$ cat config.mk
export PLATFORM = sky130hd
export DESIGN_NAME = w0_chi_table
export DESIGN_NICKNAME = d
export VERILOG_FILES = /design/src/rtl/w0_chi_table.sv
export SDC_FILE = /design/constraint.sdc
export NUM_CORES = 2
export LEC_CHECK = 0
export BUFFER_PORTS_ARGS = -buffer_cell sky130_fd_sc_hd__buf_2
export CAP_MARGIN = 15
export CORE_AREA = 8 8 433 435
export CTS_BUF_LIST = sky130_fd_sc_hd__clkbuf_4 sky130_fd_sc_hd__clkbuf_8
export DETAILED_ROUTE_END_ITERATION = 7
export DIE_AREA = 0 0 441 443
export MAX_ROUTING_LAYER = met4
export PLACE_DENSITY = 0.45
export REMOVE_ABC_BUFFERS = 1
export SLEW_MARGIN = 15
export SYNTH_ARGS = -nofsm -noshare
export SYNTH_HDL_FRONTEND = slang
export SYNTH_SLANG_ARGS = --single-unit
$ cat constraint.sdc
create_clock -name clk -period 15.5 [get_ports clk]
set_clock_uncertainty 0.2 [all_clocks]
set_input_delay 3.1 -clock clk [delete_from_list [all_inputs] [get_ports clk]]
set_output_delay 3.1 -clock clk [all_outputs]
set_load 0.1 [all_outputs]
$ cat src/rtl/w0_chi_table.sv
// rtl/w0_chi_table.sv - multilinear eq (chi) table builder over w0 using one shared field multiplier
//
// field_multiplier: bit-serial modular multiplier, c = a * b mod F_Q.
//    clk, rstb     clock, asynchronous active-low reset
//    en            start request, honoured only while ready is high
//    a, b          operands (< F_Q), sampled with en
//    ready         high when idle; falls after a start, rises when c is valid
//    c             product, valid while ready is high after an operation
//
// w0_chi_table: builds chi[g] = prod_j (g_j ? w0[j] : 1 - w0[j]) mod F_Q by table doubling.
//    clk, rstb     clock, asynchronous active-low reset
//    en            rising edge starts a build (ignored unless idle)
//    w0            evaluation point, sampled on the start cycle
//    ready         table valid and block idle
//    chi           table entries 0..ngates-1

`ifndef F_NBITS
`define F_NBITS 61
`endif
`ifndef F_Q
`define F_Q 61'h1FFF_FFFF_FFFF_FFFF
`endif

module field_multiplier (
   input  logic                clk,
   input  logic                rstb,
   input  logic                en,
   input  logic [`F_NBITS-1:0] a,
   input  logic [`F_NBITS-1:0] b,
   output logic                ready,
   output logic [`F_NBITS-1:0] c
);

   logic                busy;
   logic [`F_NBITS-1:0] acc;
   logic [`F_NBITS-1:0] aa;
   logic [`F_NBITS-1:0] bb;

   function automatic logic [`F_NBITS-1:0] add_mod(input logic [`F_NBITS-1:0] x,
                                                   input logic [`F_NBITS-1:0] y);
      logic [`F_NBITS:0] s;
      s = {1'b0, x} + {1'b0, y};
      if (s >= {1'b0, `F_Q})
         s = s - {1'b0, `F_Q};
      return s[`F_NBITS-1:0];
   endfunction

   assign ready = ~busy;
   assign c     = acc;

   // LSB-first shift-and-add; latency tracks the bit length of b, so it varies per operand.
   always_ff @(posedge clk or negedge rstb) begin
      if (!rstb) begin
         busy <= 1'b0;
         acc  <= '0;
         aa   <= '0;
         bb   <= '0;
      end else if (!busy) begin
         if (en) begin
            busy <= 1'b1;
            acc  <= '0;
            aa   <= a;
            bb   <= b;
         end
      end else if (bb == '0) begin
         busy <= 1'b0;
      end else begin
         if (bb[0])
            acc <= add_mod(acc, aa);
         aa <= add_mod(aa, aa);
         bb <= bb >> 1;
      end
   end

endmodule

module w0_chi_table #(
   parameter  int ngates = 8,
   parameter  int ngbits = $clog2(ngates),
   localparam int wn     = (ngbits > 0) ? ngbits : 1,
   localparam int tbl_n  = 1 << wn
) (
   input  logic                clk,
   input  logic                rstb,
   input  logic                en,
   input  logic [`F_NBITS-1:0] w0 [wn],
   output logic                ready,
   output logic [`F_NBITS-1:0] chi [ngates]
);

   if (ngbits != $clog2(ngates)) begin : g_bad_ngbits
      $error("w0_chi_table: ngbits must equal $clog2(ngates)");
   end

   typedef enum logic [2:0] {
      S_IDLE,
      S_ISSUE,
      S_WAIT,
      S_WRITE,
      S_DONE
   } state_t;

   state_t              state;
   logic                en_dly;
   logic                start;
   logic [wn-1:0]       j_cnt;
   logic [wn-1:0]       k_cnt;
   logic [wn-1:0]       pow_j;
   logic [wn-1:0]       hi_idx;
   logic                k_last;
   logic                j_last;
   logic [`F_NBITS-1:0] tbl   [tbl_n];
   // Sized to the full counter range so j_cnt indexes it without truncation.
   logic [`F_NBITS-1:0] w_reg [tbl_n];
   logic                mult_en;
   logic [`F_NBITS-1:0] mult_a;
   logic [`F_NBITS-1:0] mult_b;
   logic                mult_ready;
   logic [`F_NBITS-1:0] mult_c;

   function automatic logic [`F_NBITS-1:0] sub_mod(input logic [`F_NBITS-1:0] x,
                                                   input logic [`F_NBITS-1:0] y);
      logic [`F_NBITS:0] d;
      if (x >= y)
         d = {1'b0, x} - {1'b0, y};
      else
         d = {1'b0, x} + {1'b0, `F_Q} - {1'b0, y};
      return d[`F_NBITS-1:0];
   endfunction

   assign start  = en & ~en_dly;
   assign pow_j  = wn'(1) << j_cnt;
   assign hi_idx = k_cnt + pow_j;
   assign k_last = (k_cnt == pow_j - wn'(1));
   assign j_last = (j_cnt == wn'(wn - 1));

   for (genvar gi = 0; gi < ngates; gi++) begin : g_chi
      assign chi[gi] = tbl[gi];
   end

   field_multiplier u_mul (
      .clk   (clk),
      .rstb  (rstb),
      .en    (mult_en),
      .a     (mult_a),
      .b     (mult_b),
      .ready (mult_ready),
      .c     (mult_c)
   );

   always_ff @(posedge clk or negedge rstb) begin
      if (!rstb) begin
         state   <= S_IDLE;
         ready   <= 1'b1;
         // Treat en as already high so an en held through reset cannot start a build.
         en_dly  <= 1'b1;
         mult_en <= 1'b0;
         mult_a  <= '0;
         mult_b  <= '0;
         j_cnt   <= '0;
         k_cnt   <= '0;
         for (int i = 0; i < tbl_n; i++) begin
            tbl[i]   <= '0;
            w_reg[i] <= '0;
         end
      end else begin
         en_dly  <= en;
         mult_en <= 1'b0;
         case (state)
            S_IDLE: begin
               if (start) begin
                  for (int i = 0; i < tbl_n; i++) begin
                     w_reg[i] <= (i < wn) ? w0[i] : '0;
                     tbl[i]   <= (i == 0) ? `F_NBITS'(1) : '0;
                  end
                  j_cnt <= '0;
                  k_cnt <= '0;
                  ready <= 1'b0;
                  state <= S_ISSUE;
               end
            end
            S_ISSUE: begin
               // A single-entry table is already complete: chi[0] = 1.
               if (ngbits == 0) begin
                  state <= S_DONE;
               end else begin
                  mult_en <= 1'b1;
                  mult_a  <= tbl[k_cnt];
                  mult_b  <= w_reg[j_cnt];
                  state   <= S_WAIT;
               end
            end
            S_WAIT: begin
               // mult_en is still high in the first WAIT cycle, before the multiplier has
               // dropped ready, so ready is only trusted once the pulse has gone.
               if (!mult_en && mult_ready)
                  state <= S_WRITE;
            end
            S_WRITE: begin
               // tbl[k] * (1 - w) computed as tbl[k] - tbl[k] * w, saving a multiply.
               tbl[hi_idx] <= mult_c;
               tbl[k_cnt]  <= sub_mod(tbl[k_cnt], mult_c);
               if (k_last) begin
                  k_cnt <= '0;
                  if (j_last) begin
                     j_cnt <= '0;
                     state <= S_DONE;
                  end else begin
                     j_cnt <= j_cnt + wn'(1);
                     state <= S_ISSUE;
                  end
               end else begin
                  k_cnt <= k_cnt + wn'(1);
                  state <= S_ISSUE;
               end
            end
            S_DONE: begin
               ready <= 1'b1;
               state <= S_IDLE;
            end
            default: state <= S_IDLE;
         endcase
      end
   end

endmodule

* Word level (Yosys, flattened, before mapping)
Cells that the tools add are included.
Operators by class: $add $sub $neg 11, $lt $le $gt $ge 8, equal/unequal tests 11, shift-type cells 1, multiplexer cells 45, bitwise gates (word level) 6, reduce and logical (&&, ||, !) cells 16
Operators by type and width (number):
- 2-to-1 mux 61 bit | 20
- bitwise mux 488 bit | 2
- one-hot mux 488 bit (2 select lines) | 1
- 2-to-1 mux 488 bit | 1
- binary-select mux 61 bit (select 3 bit) | 2
- demux 61 bit (select 3 bit) | 2
- adder 61 x 61 -> 62 bit | 2
- greater-or-equal comparator 62 x 61 -> 1 bit, second input constant | 2
- subtractor 61 bit | 2
- subtractor 61 bit, second input constant | 2
- adder 61 bit, second input constant | 1
- greater-or-equal comparator 61 bit | 1
- logical NOT 61 bit | 1
- 2-to-1 mux 3 bit | 8
- greater-or-equal comparator 4 bit, second input constant | 3
- inverter 3 -> 4 bit | 3
- one-hot mux 3 bit (2 select lines) | 2
- one-hot mux 3 bit (4 select lines) | 1
- != test 2 bit, second input constant | 5
- AND reduction 2 bit | 5
- == test 3 x 2 -> 1 bit, second input constant | 3
- less-than comparator 4 x 1 -> 1 bit, second input constant | 2
- adder 3 x 1 -> 3 bit, second input constant | 2
- AND reduction 3 bit | 2
- other kinds (14) | 23
Word-level totals: register bits after elaboration 989, bits of input ports 186, output and inout port bits 489, word-level logic and storage cells 121

* Logic depth before layout (Yosys ltp)
depth after elaboration 10, depth in mapped cells 24, mapped depth without buffers 19

* Modules after synthesis
A second synthesis with hierarchy kept.
Unflattened totals: cells, all modules 6197, area, all modules 54989.0 um2
By module, submodules not included:
- w0_chi_table | times used 1, cells each 4421, area each 40500.1 um2, seq. area each 20146.8 um2
- field_multiplier | times used 1, cells each 1776, area each 14488.9 um2, seq. area each 4604.4 um2

* Worst setup path before layout
No wires, ideal clock.
path type register to register, start register k_cnt[0], end register tbl (netlist bit chi[237]), library setup time 0.161 ns, data arrival time 5.671 ns, required time 15.139 ns, path slack 9.468 ns, stages on the path, launching flop included 23, clock period less this slack 6.032 ns, cells stage by stage dfrtp_1 clkbuf_1 clkbuf_1 nor3b_1 clkbuf_1 clkbuf_1 a22oi_1 nand4_1 ha_1 clkbuf_1 a21oi_1 o21ai_0 a2111oi_0 a21o_1 clkbuf_1 mux2i_1 a311oi_1 a21o_1 a211o_1 a31oi_1 nor4_1 o311ai_0 o21ai_0
Between the ends: word-level cells in the longest chain between the ends 10, elaborated cells between the ends (all ways) 25
Ends and longest elaborated chain:
- from (decl) | RTL line 107 | logic [wn-1:0] k_cnt;
- from (signal assigned) | RTL line 213 | k_cnt <= k_cnt + wn'(1);
- inverter 3 -> 4 bit (not written as such) | RTL line 202 | tbl[k_cnt] <= sub_mod(tbl[k_cnt], mult_c);
- binary-select mux 61 bit (select 3 bit) | RTL line 202
- 2-to-1 mux 61 bit (not written as such) (2 in series) | RTL line 202
- adder 61 bit | RTL line 127 | d = {1'b0, x} + {1'b0, `F_Q} - {1'b0, y};
- subtractor 61 bit | RTL line 127
- 2-to-1 mux 61 bit | RTL line 124 | if (x >= y)
- 2-to-1 mux 61 bit | RTL line 169 | case (state)
- bitwise mux 488 bit (*) | RTL line 202
- one-hot mux 488 bit (2 select lines) (*) | RTL line 169
- to (signal, indexed assignment) | RTL line 174 | tbl[i] <= (i == 0) ? `F_NBITS'(1) : '0;
- to (signal, indexed assignment) | RTL line 201 | tbl[hi_idx] <= mult_c;
- to (signal, indexed assignment) | RTL line 202
- to (decl) | RTL line 112 | logic [`F_NBITS-1:0] tbl [tbl_n];
Mark *: on every way between the ends. The rest lies on a longest branch, timed or not. The select of a mux whose other input is x is not followed. A chain may end at the register's enable or synchronous reset.

* Worst setup path in the final report
start register k_cnt[2], end register tbl (netlist bit chi[475])
The elaborated chain is that of the path after synthesis.

==> results.yml <==
worst_hold_path:
  hold_class: "register to register"
  holdPathStages: 2
cts:
  clkTransAtPathRegs_ns: 0.06
  cts-resized-gates: 0
  cts_tree: "built"
  postCtsHoldBufs: 0
  cts_max_path_buffers: 3
  cts_root_buffer: "clkbuf_8"
  cts-buffers-inserted: 190
  post_cts_buffers: 0
  clk_latency_ns: 0.98
  cts_max_level: 4
  cts_sinks: 989
cells_and_area:
  design_area_sq_um: 64100
  nets: 6531
  drive_gt1_frac: 0.222
  fillCellCount: 18500
  largest_reg_flops: 488
  area_growth_pct: 18.8
placed_design:
  portBuffers: 674
  globalplace.congestion: 0.949
  placed_cell_area_sq_um: 59800
  dp_worst_setup_slack_ns: 6.64
  hpwl_mm: 178
pwr:
  max-vdd-ir-drop_uv: 76.7
  finalPower_w: 0.00557
  swShare: 0.236
  p_leak_nw: 29.8
  pwr-share-comb: 0.015
  p_switching_w: 0.00132
  p_seq_frac: 0.464
  power_frac_clock: 0.522
  power.internal_w: 0.00426
  power_density_nw_per_um2: 87.0
setup_path:
  r2r_slack_ns: 6.74
  crit_type: "register to register"
  crit_family: "compound AO/OA/AOI/OAI gates"
  crit_buf_inv: 2
  cp-end-kind: "register"
  r2r_cells: 19
  cpMostUsedCell: "nand4_1"
  worst_path_largest_cell_delay_ns: 0.85
  cpMaxStageDelayCell: "a2111oi_0"
  crit_path_start_kind: "register"
  cp.required_ns: 16.08
  worst-path-max-fanout: 35
  crit_chain: "and3_4 > buf_4 > buf_4 > a22oi_1 > nand4_1 > ha_1 > nand4_1 > nor4_1 > nand4_1 > a21o_1 > a41o_1 > a2111oi_0 > o211ai_1 > a21oi_1 > o31a_1 > o21ai_0 > a21boi_0 > xor2_1 > o21ai_0"
  crit_cells: 19
  worstPathArrival_ns: 9.34
sta:
  tns_ns: 0
  period_needed_ns: 8.76
  finalCritPeriodShare: 0.565
  slew_violations: 0
  setup_viol: 0
  finalHoldViolations: 0
  worst_pin_slew_ns: 1.23
  slew_headroom: 0.179
  layout_setup_ws_ns: 6.74
  max_freq_ghz: 0.114
  timing.hold.ws_ns: 0.286
  rsz0062_at_grt: "false"
logic_synthesis:
  synthFlopType: "dfrtp_1"
  synth_edf_count: 0
  avgSynthCellArea_sq_um: 9.43
  async_flop_share: 1.00
  netlist_area_sq_um: 53900
  ys_types: 97
  synth_cells: 5718
  yosys_warnings: 0
  seq_area_frac_synth: 0.459
  ys_seq_elements: 989
global_route:
  first_global_vias: 51000
  grt_max_degree: 175
  grt_usage: 0.262
  gr-total-overflow: 0
  antenna_found_initial: 16
  grt_pass1_wl_mm: 373
drt:
  dr.pass1.iters: 8
  post_drt_wl_per_cell_um: 29.7
  ant_nets: 0
  drt_iter0_markers: 5248
  postRouteWirelength_mm: 260
  drt-vias-per-instance: 5.81
  drc: 0
  num_vias: 50900
die:
  die_area_sq_um: 195000
  fp.dieW_um: 441
  io_pins: 675
  die_h_um: 443
  start_util: 0.299
  rows: 156
  coreArea_sq_um: 180000
run_status:
  status: "finished clean"
run:
  maxCapViolations: 0
## stage by stage
step | utilization | instances
after floorplan | - | 5236
after global placement | 0.332 | 8392
after detailed placement | 0.332 | 8392
after CTS | 0.355 | 8742
after global routing | 0.356 | 8757
final | 0.356 | 8760
## Yosys cell counts, types with 37 or more instances
cell | number | share of area
a21o_1 | 55 | 0.0077
dfrtp_1 | 987 | 0.46
mux2_2 | 184 | 0.038
nand4_1 | 132 | 0.015
xor2_1 | 54 | 0.0088
mux2i_1 | 189 | 0.035
nand3_1 | 61 | 0.0057
nor3_1 | 54 | 0.0050
inv_1 | 109 | 0.0076
xnor2_1 | 93 | 0.015
ha_1 | 127 | 0.029
clkbuf_1 | 450 | 0.031
nand2_1 | 475 | 0.033
nor2_1 | 446 | 0.031
a21oi_1 | 311 | 0.029
a22o_1 | 70 | 0.011
o21ai_1 | 37 | 0.0034
o211ai_1 | 37 | 0.0052
o21ai_0 | 655 | 0.061
a22oi_1 | 689 | 0.096
## cell usage in the layout, fill, tap and decap left out, types with 30 or more instances in the layout
master,n
nor2_1,431
clkbuf_8,231
buf_2,673
nand3_1,60
inv_1,109
buf_4,103
mux2_2,184
o211ai_1,37
a21o_1,55
clkbuf_4,76
mux2i_1,189
a21oi_1,311
nor3_1,47
dfrtp_1,984
o21ai_1,36
xor2_1,54
a221o_1,30
ha_1,127
nand2_1,466
nor4_1,34
nand4_1,132
a22o_1,70
xnor2_1,93
o21ai_0,654
a22oi_1,689
## power groups by stage
stage / clock, W / combinational [W] / sequential (W)
final: 0.00291 / 0.0000823 / 0.00258
after global routing: 0.00310 / 0.0000952 / 0.00258
after CTS: 0.00299 / 0.0000862 / 0.00258
after detailed placement: 0 / 0.0000862 / 0.00263
after global placement: 0 / 0.0000866 / 0.00263
after floorplan: 0 / 0.000000523 / 0.00263
## cell type report
| cell class | instances | area (sq um) | share of cell area |
|---|---|---|---|
| Clock inverter | 43 | 488 | 0.00762 |
| Sequential cell | 989 | 24800 | 0.386 |
| Tap cell | 2370 | 2970 | 0.0463 |
| Clock buffer | 307 | 3750 | 0.0585 |
| Multi-Input combinational cell | 4137 | 27300 | 0.426 |
| Antenna cell | 18 | 45.0 | 0.000703 |
| Inverter | 110 | 413 | 0.00644 |
| Timing Repair Buffer | 786 | 4340 | 0.0677 |
## layer usage
layer	GRT usage	vias to the layer above	wire length (um)
li1	-	22300	-
met1	0.340	25600	112000
met2	0.407	2429	119000
met3	0.0440	587	17400
met4	0.108	0	11700
met5	-	-	0
## worst reg2reg max path, stage by stage (launching register included)
cell,delay (ns)
dfrtp_1,0.76
and3_4,0.68
buf_4,0.54
buf_4,0.54
a22oi_1,0.21
nand4_1,0.20
ha_1,0.38
nand4_1,0.24
nor4_1,0.72
nand4_1,0.40
a21o_1,0.39
a41o_1,0.26
a2111oi_0,0.85
o211ai_1,0.29
a21oi_1,0.34
o31a_1,0.35
o21ai_0,0.18
a21boi_0,0.27
xor2_1,0.61
o21ai_0,0.22
## cells by family (layout without fill, tap and decap cells)
group	Yosys count	count (layout)	share of synthesized area
flip-flops	989	989	0.459
adder cells (fa/ha/maj)	131	131	0.0310
AND/OR/NAND/NOR	1382	1382	0.118
AO/OA/AOI/OAI	2104	2104	0.253
buffers and inverters	592	1246	0.0417
other	0	18	0
multiplexers	373	373	0.0735
XOR/XNOR	147	147	0.0239
## final timing paths
check	from	to
setup reg to reg	k_cnt[2]$_DFFE_PN0P_	chi[475]$_DFFE_PN0P_
setup / recovery	k_cnt[2]$_DFFE_PN0P_	chi[475]$_DFFE_PN0P_
min in group asynchronous	rstb	w_reg[357]$_DFFE_PN0P_
hold / removal	mult_a[51]$_DFFE_PN0P_	mult_a[51]$_DFFE_PN0P_
max in group asynchronous	rstb	chi[200]$_DFFE_PN0P_
hold reg to reg	mult_a[51]$_DFFE_PN0P_	mult_a[51]$_DFFE_PN0P_
Note: power is estimated with default switching activity, not from simulation.
